$ cat src/rtl/ltc2308_responder.sv
// ltc2308_responder
// Device end of the DE1-SoC LTC2308 SPI link. The controller's CS_N, SCLK
// and DIN pins are oversampled on the system clock. Each frame shifts out
// the conversion latched at the end of the previous frame. The config word
// captured from DIN selects which of eight parallel channel inputs becomes
// the next conversion, so the scope path can run in loopback without the
// physical ADC.

module ltc2308_responder #(
   parameter int                  SYNC_STAGES = 2,
   parameter int                  DATA_W      = 12,
   parameter int                  CFG_BITS    = 6,
   parameter logic [CFG_BITS-1:0] RESET_CFG   = 6'b100010
) (
   input  logic                  clock,
   input  logic                  reset,
   input  logic                  adc_cs_n,
   input  logic                  adc_sclk,
   input  logic                  adc_din,
   output logic                  adc_dout,
   input  logic [8*DATA_W-1:0]   ch_data,
   output logic [CFG_BITS-1:0]   cfg_word,
   output logic                  cfg_valid,
   output logic                  frame_error,
   output logic [15:0]           frame_count
);

   // ------------------------------------------------------------------
   // Constants
   // ------------------------------------------------------------------
   localparam int CNT_W = $clog2(DATA_W + 1);

   localparam logic [CNT_W-1:0] CNT_FULL = CNT_W'(DATA_W);
   localparam logic [CNT_W-1:0] CNT_CFG  = CNT_W'(CFG_BITS);
   localparam logic [CNT_W-1:0] CNT_ONE  = CNT_W'(1);

   // Config word layout: [5]=S/D [4]=O/S [3]=S1 [2]=S0 [1]=UNI [0]=SLP
   localparam int SD_B  = 5;
   localparam int OS_B  = 4;
   localparam int S1_B  = 3;
   localparam int S0_B  = 2;
   localparam int UNI_B = 1;

   localparam logic [1:0] ST_IDLE  = 2'd0;
   localparam logic [1:0] ST_SHIFT = 2'd1;

   // ------------------------------------------------------------------
   // Pin synchronisers and edge detection
   // ------------------------------------------------------------------
   logic [SYNC_STAGES-1:0] cs_sync_q;
   logic [SYNC_STAGES-1:0] sclk_sync_q;
   logic [SYNC_STAGES-1:0] din_sync_q;
   logic                   cs_prev_q;
   logic                   sclk_prev_q;

   logic cs_s;
   logic sclk_s;
   logic din_s;
   logic cs_fall;
   logic cs_rise;
   logic sclk_rise;
   logic sclk_fall;

   // Shift the SPI pins through the synchroniser chains and keep one
   // delayed copy of CS_N/SCLK for edge detection.
   // The CS_N chain resets low. If reset is released while CS_N is still
   // low, no falling edge is seen, so a frame cut short by reset cannot
   // restart until the controller raises CS_N and lowers it again.
   always_ff @(posedge clock or posedge reset) begin
      if (reset) begin
         cs_sync_q   <= '0;
         sclk_sync_q <= '0;
         din_sync_q  <= '0;
         cs_prev_q   <= 1'b0;
         sclk_prev_q <= 1'b0;
      end else begin
         // NOTE: sequential state uses non-blocking assignments, so every
         // stage samples the value its predecessor held before this edge.
         cs_sync_q   <= {cs_sync_q[SYNC_STAGES-2:0], adc_cs_n};
         sclk_sync_q <= {sclk_sync_q[SYNC_STAGES-2:0], adc_sclk};
         din_sync_q  <= {din_sync_q[SYNC_STAGES-2:0], adc_din};
         cs_prev_q   <= cs_sync_q[SYNC_STAGES-1];
         sclk_prev_q <= sclk_sync_q[SYNC_STAGES-1];
      end
   end

   // Decode pin edges from the last synchroniser stage and its delayed copy.
   always_comb begin
      cs_s      = cs_sync_q[SYNC_STAGES-1];
      sclk_s    = sclk_sync_q[SYNC_STAGES-1];
      din_s     = din_sync_q[SYNC_STAGES-1];
      cs_fall   =  cs_prev_q   & ~cs_s;
      cs_rise   = ~cs_prev_q   &  cs_s;
      sclk_rise = ~sclk_prev_q &  sclk_s;
      sclk_fall =  sclk_prev_q & ~sclk_s;
   end

   // ------------------------------------------------------------------
   // Channel selection from the config received in this frame
   // ------------------------------------------------------------------
   logic [DATA_W-1:0] ch_arr [8];

   for (genvar n = 0; n < 8; n++) begin : g_ch
      assign ch_arr[n] = ch_data[n*DATA_W +: DATA_W];
   end

   logic [CFG_BITS-1:0] cfg_shift_q;
   logic [2:0]          sel_ch;
   logic                sel_ok;
   logic [DATA_W-1:0]   conv_new;

   // Map {S1,S0,O/S} to a channel number. Differential and bipolar modes
   // are not modelled and convert as zero.
   always_comb begin
      sel_ch   = {cfg_shift_q[S1_B], cfg_shift_q[S0_B], cfg_shift_q[OS_B]};
      sel_ok   = cfg_shift_q[SD_B] & cfg_shift_q[UNI_B];
      conv_new = sel_ok ? ch_arr[sel_ch] : '0;
   end

   // ------------------------------------------------------------------
   // Frame state machine
   // ------------------------------------------------------------------
   logic [1:0]          state_q,       state_d;
   logic [DATA_W-1:0]   shift_q,       shift_d;
   logic [CNT_W-1:0]    bit_cnt_q,     bit_cnt_d;
   logic [CFG_BITS-1:0]                cfg_shift_d;
   logic [CFG_BITS-1:0] cfg_word_q,    cfg_word_d;
   logic [DATA_W-1:0]   conv_q,        conv_d;
   logic                dout_q,        dout_d;
   logic                cfg_valid_q,   cfg_valid_d;
   logic                frame_error_q, frame_error_d;
   logic [15:0]         frame_count_q, frame_count_d;

   // Next-state logic for the frame FSM, serial shifter and frame results.
   always_comb begin
      // NOTE: every output of this block gets a default first, so no path
      // leaves a variable unassigned and no latch is inferred.
      state_d       = state_q;
      shift_d       = shift_q;
      bit_cnt_d     = bit_cnt_q;
      cfg_shift_d   = cfg_shift_q;
      cfg_word_d    = cfg_word_q;
      conv_d        = conv_q;
      dout_d        = dout_q;
      frame_count_d = frame_count_q;
      cfg_valid_d   = 1'b0;
      frame_error_d = 1'b0;

      case (state_q)
         ST_IDLE: begin
            dout_d = 1'b0;
            if (cs_fall) begin
               // Present the MSB of the previous conversion before the
               // first SCLK rise.
               state_d   = ST_SHIFT;
               shift_d   = conv_q;
               dout_d    = conv_q[DATA_W-1];
               bit_cnt_d = '0;
            end
         end

         ST_SHIFT: begin
            if (cs_rise) begin
               // CS_N rise takes priority over an SCLK edge in the same clock.
               state_d = ST_IDLE;
               dout_d  = 1'b0;
               if (bit_cnt_q == CNT_FULL) begin
                  cfg_word_d    = cfg_shift_q;
                  conv_d        = conv_new;
                  cfg_valid_d   = 1'b1;
                  frame_count_d = frame_count_q + 16'd1;
               end else begin
                  frame_error_d = 1'b1;
               end
            end else if (bit_cnt_q != CNT_FULL) begin
               if (sclk_rise) begin
                  if (bit_cnt_q < CNT_CFG) begin
                     cfg_shift_d = {cfg_shift_q[CFG_BITS-2:0], din_s};
                  end
                  bit_cnt_d = bit_cnt_q + CNT_ONE;
               end else if (sclk_fall) begin
                  shift_d = {shift_q[DATA_W-2:0], 1'b0};
                  dout_d  = shift_q[DATA_W-2];
               end
            end else begin
               // All bits delivered: hold DOUT low and ignore further SCLKs.
               dout_d = 1'b0;
            end
         end

         default: begin
            state_d = ST_IDLE;
            dout_d  = 1'b0;
         end
      endcase
   end

   // Register the frame FSM state, shifter and frame results.
   always_ff @(posedge clock or posedge reset) begin
      if (reset) begin
         state_q       <= ST_IDLE;
         shift_q       <= '0;
         bit_cnt_q     <= '0;
         cfg_shift_q   <= RESET_CFG;
         cfg_word_q    <= RESET_CFG;
         conv_q        <= '0;
         dout_q        <= 1'b0;
         cfg_valid_q   <= 1'b0;
         frame_error_q <= 1'b0;
         frame_count_q <= '0;
      end else begin
         state_q       <= state_d;
         shift_q       <= shift_d;
         bit_cnt_q     <= bit_cnt_d;
         cfg_shift_q   <= cfg_shift_d;
         cfg_word_q    <= cfg_word_d;
         conv_q        <= conv_d;
         dout_q        <= dout_d;
         cfg_valid_q   <= cfg_valid_d;
         frame_error_q <= frame_error_d;
         frame_count_q <= frame_count_d;
      end
   end

   // ------------------------------------------------------------------
   // Outputs
   // ------------------------------------------------------------------
   assign adc_dout    = dout_q;
   assign cfg_word    = cfg_word_q;
   assign cfg_valid   = cfg_valid_q;
   assign frame_error = frame_error_q;
   assign frame_count = frame_count_q;

endmodule

$ cat config.mk
export PLATFORM = sky130hd
export DESIGN_NAME = ltc2308_responder
export DESIGN_NICKNAME = d
export VERILOG_FILES = /design/src/rtl/ltc2308_responder.sv
export SDC_FILE = /design/constraint.sdc
export NUM_CORES = 1
export LEC_CHECK = 0
export ABC_CLOCK_PERIOD_IN_PS = 4110
export CAP_MARGIN = 40
export CORE_MARGIN = 2
export CORE_UTILIZATION = 49
export DETAILED_ROUTE_END_ITERATION = 7
export GPL_TIMING_DRIVEN = 1
export PLACE_DENSITY = 0.9
export SLEW_MARGIN = 20
export SYNTH_ARGS = -nofsm -noshare
export SYNTH_HDL_FRONTEND = slang
export SYNTH_SLANG_ARGS = --single-unit
export TNS_END_PERCENT = 20
$ cat constraint.sdc
create_clock -name clock -period 4.11 [get_ports clock]
set_input_delay 0.6165 -clock clock [delete_from_list [all_inputs] [get_ports clock]]
set_output_delay 0.6165 -clock clock [all_outputs]
set_load 0.005 [all_outputs]
Word-level counts from Yosys, hierarchy flattened
Cells that the tools add are included.
{ "word_totals": {"regBits": 68} }
{ "classes": {"n_addsub": 2, "n_lt_le_gt_ge": 2, "n_eq_ne": 12, "muxes": 30, "n_bitwise": 11, "n_reduce_logical": 8} }
{ "op_table": {"columns": ["cell", "count"], "rows": [
  ["11-bit 2-to-1 mux", 5],
  ["12-bit binary-select mux with 3-bit select", 1],
  ["12-bit 2-to-1 mux", 3],
  ["11-bit case mux with 2 select lines", 1],
  ["16-bit by 1-bit adder with 16-bit output, second input constant", 1],
  ["4-bit 2-to-1 mux", 4],
  ["2-bit inequality test, second input constant", 7],
  ["4-bit inequality test, second input constant", 3],
  ["1-bit 2-to-1 mux", 11],
  ["5-bit AND reduction", 2],
  ["4-bit case mux with 2 select lines", 1],
  ["6-bit AND reduction", 1],
  ["1-bit bitwise AND", 5],
  ["1-bit inverter", 5],
  ["4-bit by 1-bit adder with 4-bit output, second input constant", 1],
  ["4-bit == test, second input constant", 1],
  ["4-bit greater-or-equal comparator, second input constant", 1],
  ["4-bit by 3-bit less-than comparator with 1-bit output, second input constant", 1],
  ["2-bit 2-to-1 mux", 2],
  ["3-bit inverter with 4-bit output", 1],
  ["2-bit case mux with 2 select lines", 1],
  ["2-bit AND reduction", 2],
  ["3-bit AND reduction", 1],
  ["2-bit by 1-bit == test with 1-bit output, second input constant", 1],
  ["3 further kinds", 3]
]} }

Depth between registers and ports, before layout
{ "logic_depth": {"word_depth": 7, "mapped_depth": 9} }

Worst setup path after synthesis
No wires, ideal clock.
{ "synth_path": {"path_kind": "reg2reg", "from": "register bit_cnt_q[0]", "to": "register bit_cnt_q[3]", "setup_ps": 125, "arrival_time_ps": 1521, "t_required_ps": 3985, "path_slack_ps": 2464, "stages_incl_launch_ff": 8, "synth_period_minus_slack_ps": 1646, "cell_sequence": "dfrtp_1 -> inv_1 -> ha_1 -> and3_1 -> buf_6 -> o21ai_0 -> nand3_1 -> mux2_2"} }
{ "synth_via": {"elab_chain_len": 5} }
{ "synth_rtl": {"columns": ["element", "line", "source"], "rows": [
  ["from (decl)", "125", "logic [CNT_W-1:0] bit_cnt_q, bit_cnt_d;"],
  ["from (signal assigned)", "214", "bit_cnt_q <= bit_cnt_d;"],
  ["4-bit by 1-bit adder with 4-bit output", "180", "bit_cnt_d = bit_cnt_q + CNT_ONE;"],
  ["4-bit 2-to-1 mux", "176", "if (sclk_rise) begin"],
  ["4-bit 2-to-1 mux", "175", "end else if (bit_cnt_q != CNT_FULL) begin"],
  ["4-bit 2-to-1 mux", "163", "if (cs_rise) begin"],
  ["4-bit case mux with 2 select lines", "149", "case (state_q)"]
]} }
Several ways; a longest one is shown, not always the timed one. The select of a mux whose other input is x is not followed.
A chain may end at the register's enable or synchronous reset.

Worst setup path in the final report
{ "layout_path": {"from": "register state_q[0]", "to": "register frame_count_q[4] (netlist: frame_count[4])"} }
{ "layout_via": {"elab_chain_len": 2} }
{ "layout_rtl": {"columns": ["element", "line", "source"], "rows": [
  ["from (decl)", "123", "logic [1:0] state_q, state_d;"],
  ["from (signal assigned)", "212", "state_q <= state_d;"],
  ["2-bit by 1-bit == test with 1-bit output", "149", null],
  ["3-bit AND reduction (no source line)", null, null],
  ["to (signal assigned)", "221", "frame_count_q <= frame_count_d;"],
  ["to (decl)", "132", "logic [15:0] frame_count_q, frame_count_d;"]
]} }
No other way between the ends.

==> impl_results.md <==
- CP cell instances: and3b_1 > nand2_1 > inv_1 > nand4_1 > xnor2_1
- Via/cell ratio: 5.67
- Grt met1 use: 30.1%
- IO Count: 126
- Met2 Use GR: 44.2%
- RD Place Congestion: 0.805
- Area share of fa/ha/maj cells after synthesis: 1.36%
- Net Sw Frac: approximately 29%
- Hold WS: 348 ps
- DR WL/cell: 18.3 um
- Async S/R FF share, synth: 100%
- Setup tns final: 0 ps
- Clock Power Share: 31.4%
- Fmax: 0.395 GHz
- Largest fanout on the critical path: 21
- Net switching power figure: 0.573 mW
- Yosys reg bits: between 60 and 70
- Tot Pwr: 1.98 mW
- Post-CTS Resized: 0
- DR iter-0 viols: between 200 and 300
- Root Buffer: clkbuf_8
- Synth Area in Compound Gates: just over 7%
- Status: finished clean
- Total Wirelength: 9.45 mm
- Sink Count: 67
- Finished Cell Area: 0.00504 sq mm
- Sequential share of power: 41.5%
- Mean post-synth cell area: 12.0 sq um
- Clock skew: 11.6 ps
- Routed Antenna Nets: 0
- Fin. Hold Viols: 0
- Cell taking the most area after synthesis: dfrtp_1
- Worst rel slew slack: between 40% and 50%
- Maximum clock path buffer count: 2
- Overflow after GRT: 0
- Hold crit path type: flip-flop to flip-flop
- # diodes: 0
- Met3 usage: 6.62%
- Min Tclk post-route: 2530 ps
- Pin count of the biggest net entering global routing: 29
- TritonCTS clock tree: yes
- Post-Synth XOR/XNOR Area: approximately 3.8%
- Buffers on Ports: 125
- Total GRT Usage: around 26%
- Static leakage: ~2.1 nW
- Num CTS Buffers: 9
- Slew @ Worst Pin: 829 ps
- Maxcap violations: 0
- Area added between synthesis and finish: 44.3%
- Critical Path AT: around 2800 ps
- Max rail drop VDD: 0.344 mV
- TritonRoute pass-1 iters: 4
- Req. time, crit path: 4360 ps
- Number of synthesized flops with an enable pin: 0
- Gate Count Post-Synth: 292
- CP Capture Type: flip-flop
- Crit path kind: flip-flop to flip-flop
- Post CTS Setup Buffer Count: 0
- First-pass GRT wire length: 14.9 mm
- Initial antenna violation count: 0
- Die ar.: 0.00782 sq mm
- Internal cell power: 1.41 mW
- Comb power frac: 27.1%
- Core footprint: 0.00683 sq mm
- # H-tree levels: 3
- Combinational family with the most area after synthesis: multiplexers
- Detail Placement HPWL: 7.23 mm
- Clk_lat worst skew: 360 ps
- Synth area leaders: dfrtp_1, mux4_2, nand2_1
- Synthesis Warnings: 0
- Count leader, synth: dfrtp_1
- Post-synthesis net count: 396
- Placed Area: around 0.0048 sq mm
- Rows: 30
- Hold buffers post-CTS: 0
- Starting Density: between 50% and 60%
- Power Dens Cells: slightly below 400 mW/mm^2
- Cell Area, Synth: 0.00349 sq mm
- Layer with the highest usage: met2
- Die width: approximately 88 um
- Unrepaired setup endpoints after global routing: false
- Share of the synthesized area in the top cell type: 45.1%
- Clock slew at reported path FFs: 80 ps
- Seq/Total Area, Yosys: 48.1%
- Layout Nets: 520
- Pins Over Slew Limit: 0
- Setup violators final: 0
- Total number of vias: between 2,000 and 3,000
- Count of cell types in the netlist: 41
- Vias in the first global route: 3,177
- Top FF cell, synth: dfrtp_1
- Startpoint types: flip-flop
- DRC Markers: 0
- Post-synth top cells: dfrtp_1, nand2_1, mux4_2, a22oi_1, mux2i_1
- Multiplexer share of the synthesized area: 22.0%
- Die H: 88.4 um
- Simple-gate share of the synthesized area: 13.7%
- Largest stage delay, worst path: 890 ps
- Slowest-stage cell, CP: dfrtp_1
- Final core occ: 73.8%
- Crit share post-route: 61.6%
- Share of layout cells above drive strength 1: 14.3%
path summary, 6_finish.rpt:
path	start	end	slack, ps	depth (start not counted)
min reg2reg	cs_sync_q[0]	cs_sync_q[1]	350	0
max	state_q[0]	frame_count[4]	1580	5
min	cs_sync_q[0]	cs_sync_q[1]	350	0
max in group asynchronous	reset	shift_q[6]	2690	4
max reg2reg	state_q[0]	frame_count[4]	1580	5
min in group asynchronous	reset	frame_count[13]	550	2
state kept, by name (all words and copies together) (netlist names), 4 cells and up:
name	count
bit_cnt_q	4
shift_q	11
cfg_word	6
cfg_shift_q	6
frame_count	16
conv_q	12
final cells by class:
cell class / count / area (sq um)
Tap cell: 96 / 120
Multi-Input combinational cell: 200 / 1680
Fill cell: 422 / 1790
Clock buffer: 9 / 124
Inverter: 7 / 26.3
Sequential cell: 67 / 1680
Timing Repair Buffer: 131 / 1310
Clock inverter: 7 / 100
logic make-up (layout without fill, tap and decap cells):
| kind of cell | Yosys count | in the layout |
|---|---|---|
| AO/OA/AOI/OAI | 38 | 38 |
| XOR/XNOR | 15 | 15 |
| adder cells (fa/ha/maj) | 4 | 4 |
| buffers and inverters | 25 | 154 |
| flip-flops | 67 | 67 |
| multiplexers | 44 | 44 |
| AND/OR/NAND/NOR | 99 | 99 |
layer usage:
layer  part of all wire (%)  wire, um
met5                      0         0
met4                    3.7       350
met3                    5.5       523
met2                     54      5060
met1                     37      3520
cells in the final DEF, fill, tap and decap left out, drive strengths merged, types with 9 or more instances in the layout:
cell | netlist | routed
mux4 | 24 | 24
a22oi | 12 | 12
nand2 | 59 | 59
inv | 7 | 9
nor2 | 9 | 9
clkdlybuf4s50 | 0 | 125
mux2i | 12 | 12
dfrtp | 63 | 63
a21oi | 11 | 11
a31oi | 10 | 10
clkbuf | 5 | 9
worst max-delay path: cells and delay by family (launching register included):
| family | cells | cell delay (ps) |
|---|---|---|
| buf+inv | 1 | 450 |
| flops | 1 | 890 |
| xor+xnor | 1 | 140 |
| simple gates | 3 | 940 |
power by group through the flow:
stage                     Clock [mW]  Combinational, mW  Sequential, mW
after floorplan                    0              0.412           0.776
after global placement             0              0.479           0.861
after detailed placement           0              0.536           0.835
after CTS                      0.624              0.541           0.823
after global routing           0.653              0.572           0.834
final                          0.624              0.538           0.823
per-stage QoR:
stage,cells,worst slack (ps)
after floorplan,292,1820
after global placement,497,1760
after detailed placement,501,1620
after CTS,517,1610
after global routing,517,1360
final,517,1580
No activity file was read; power rests on OpenSTA's default activity.
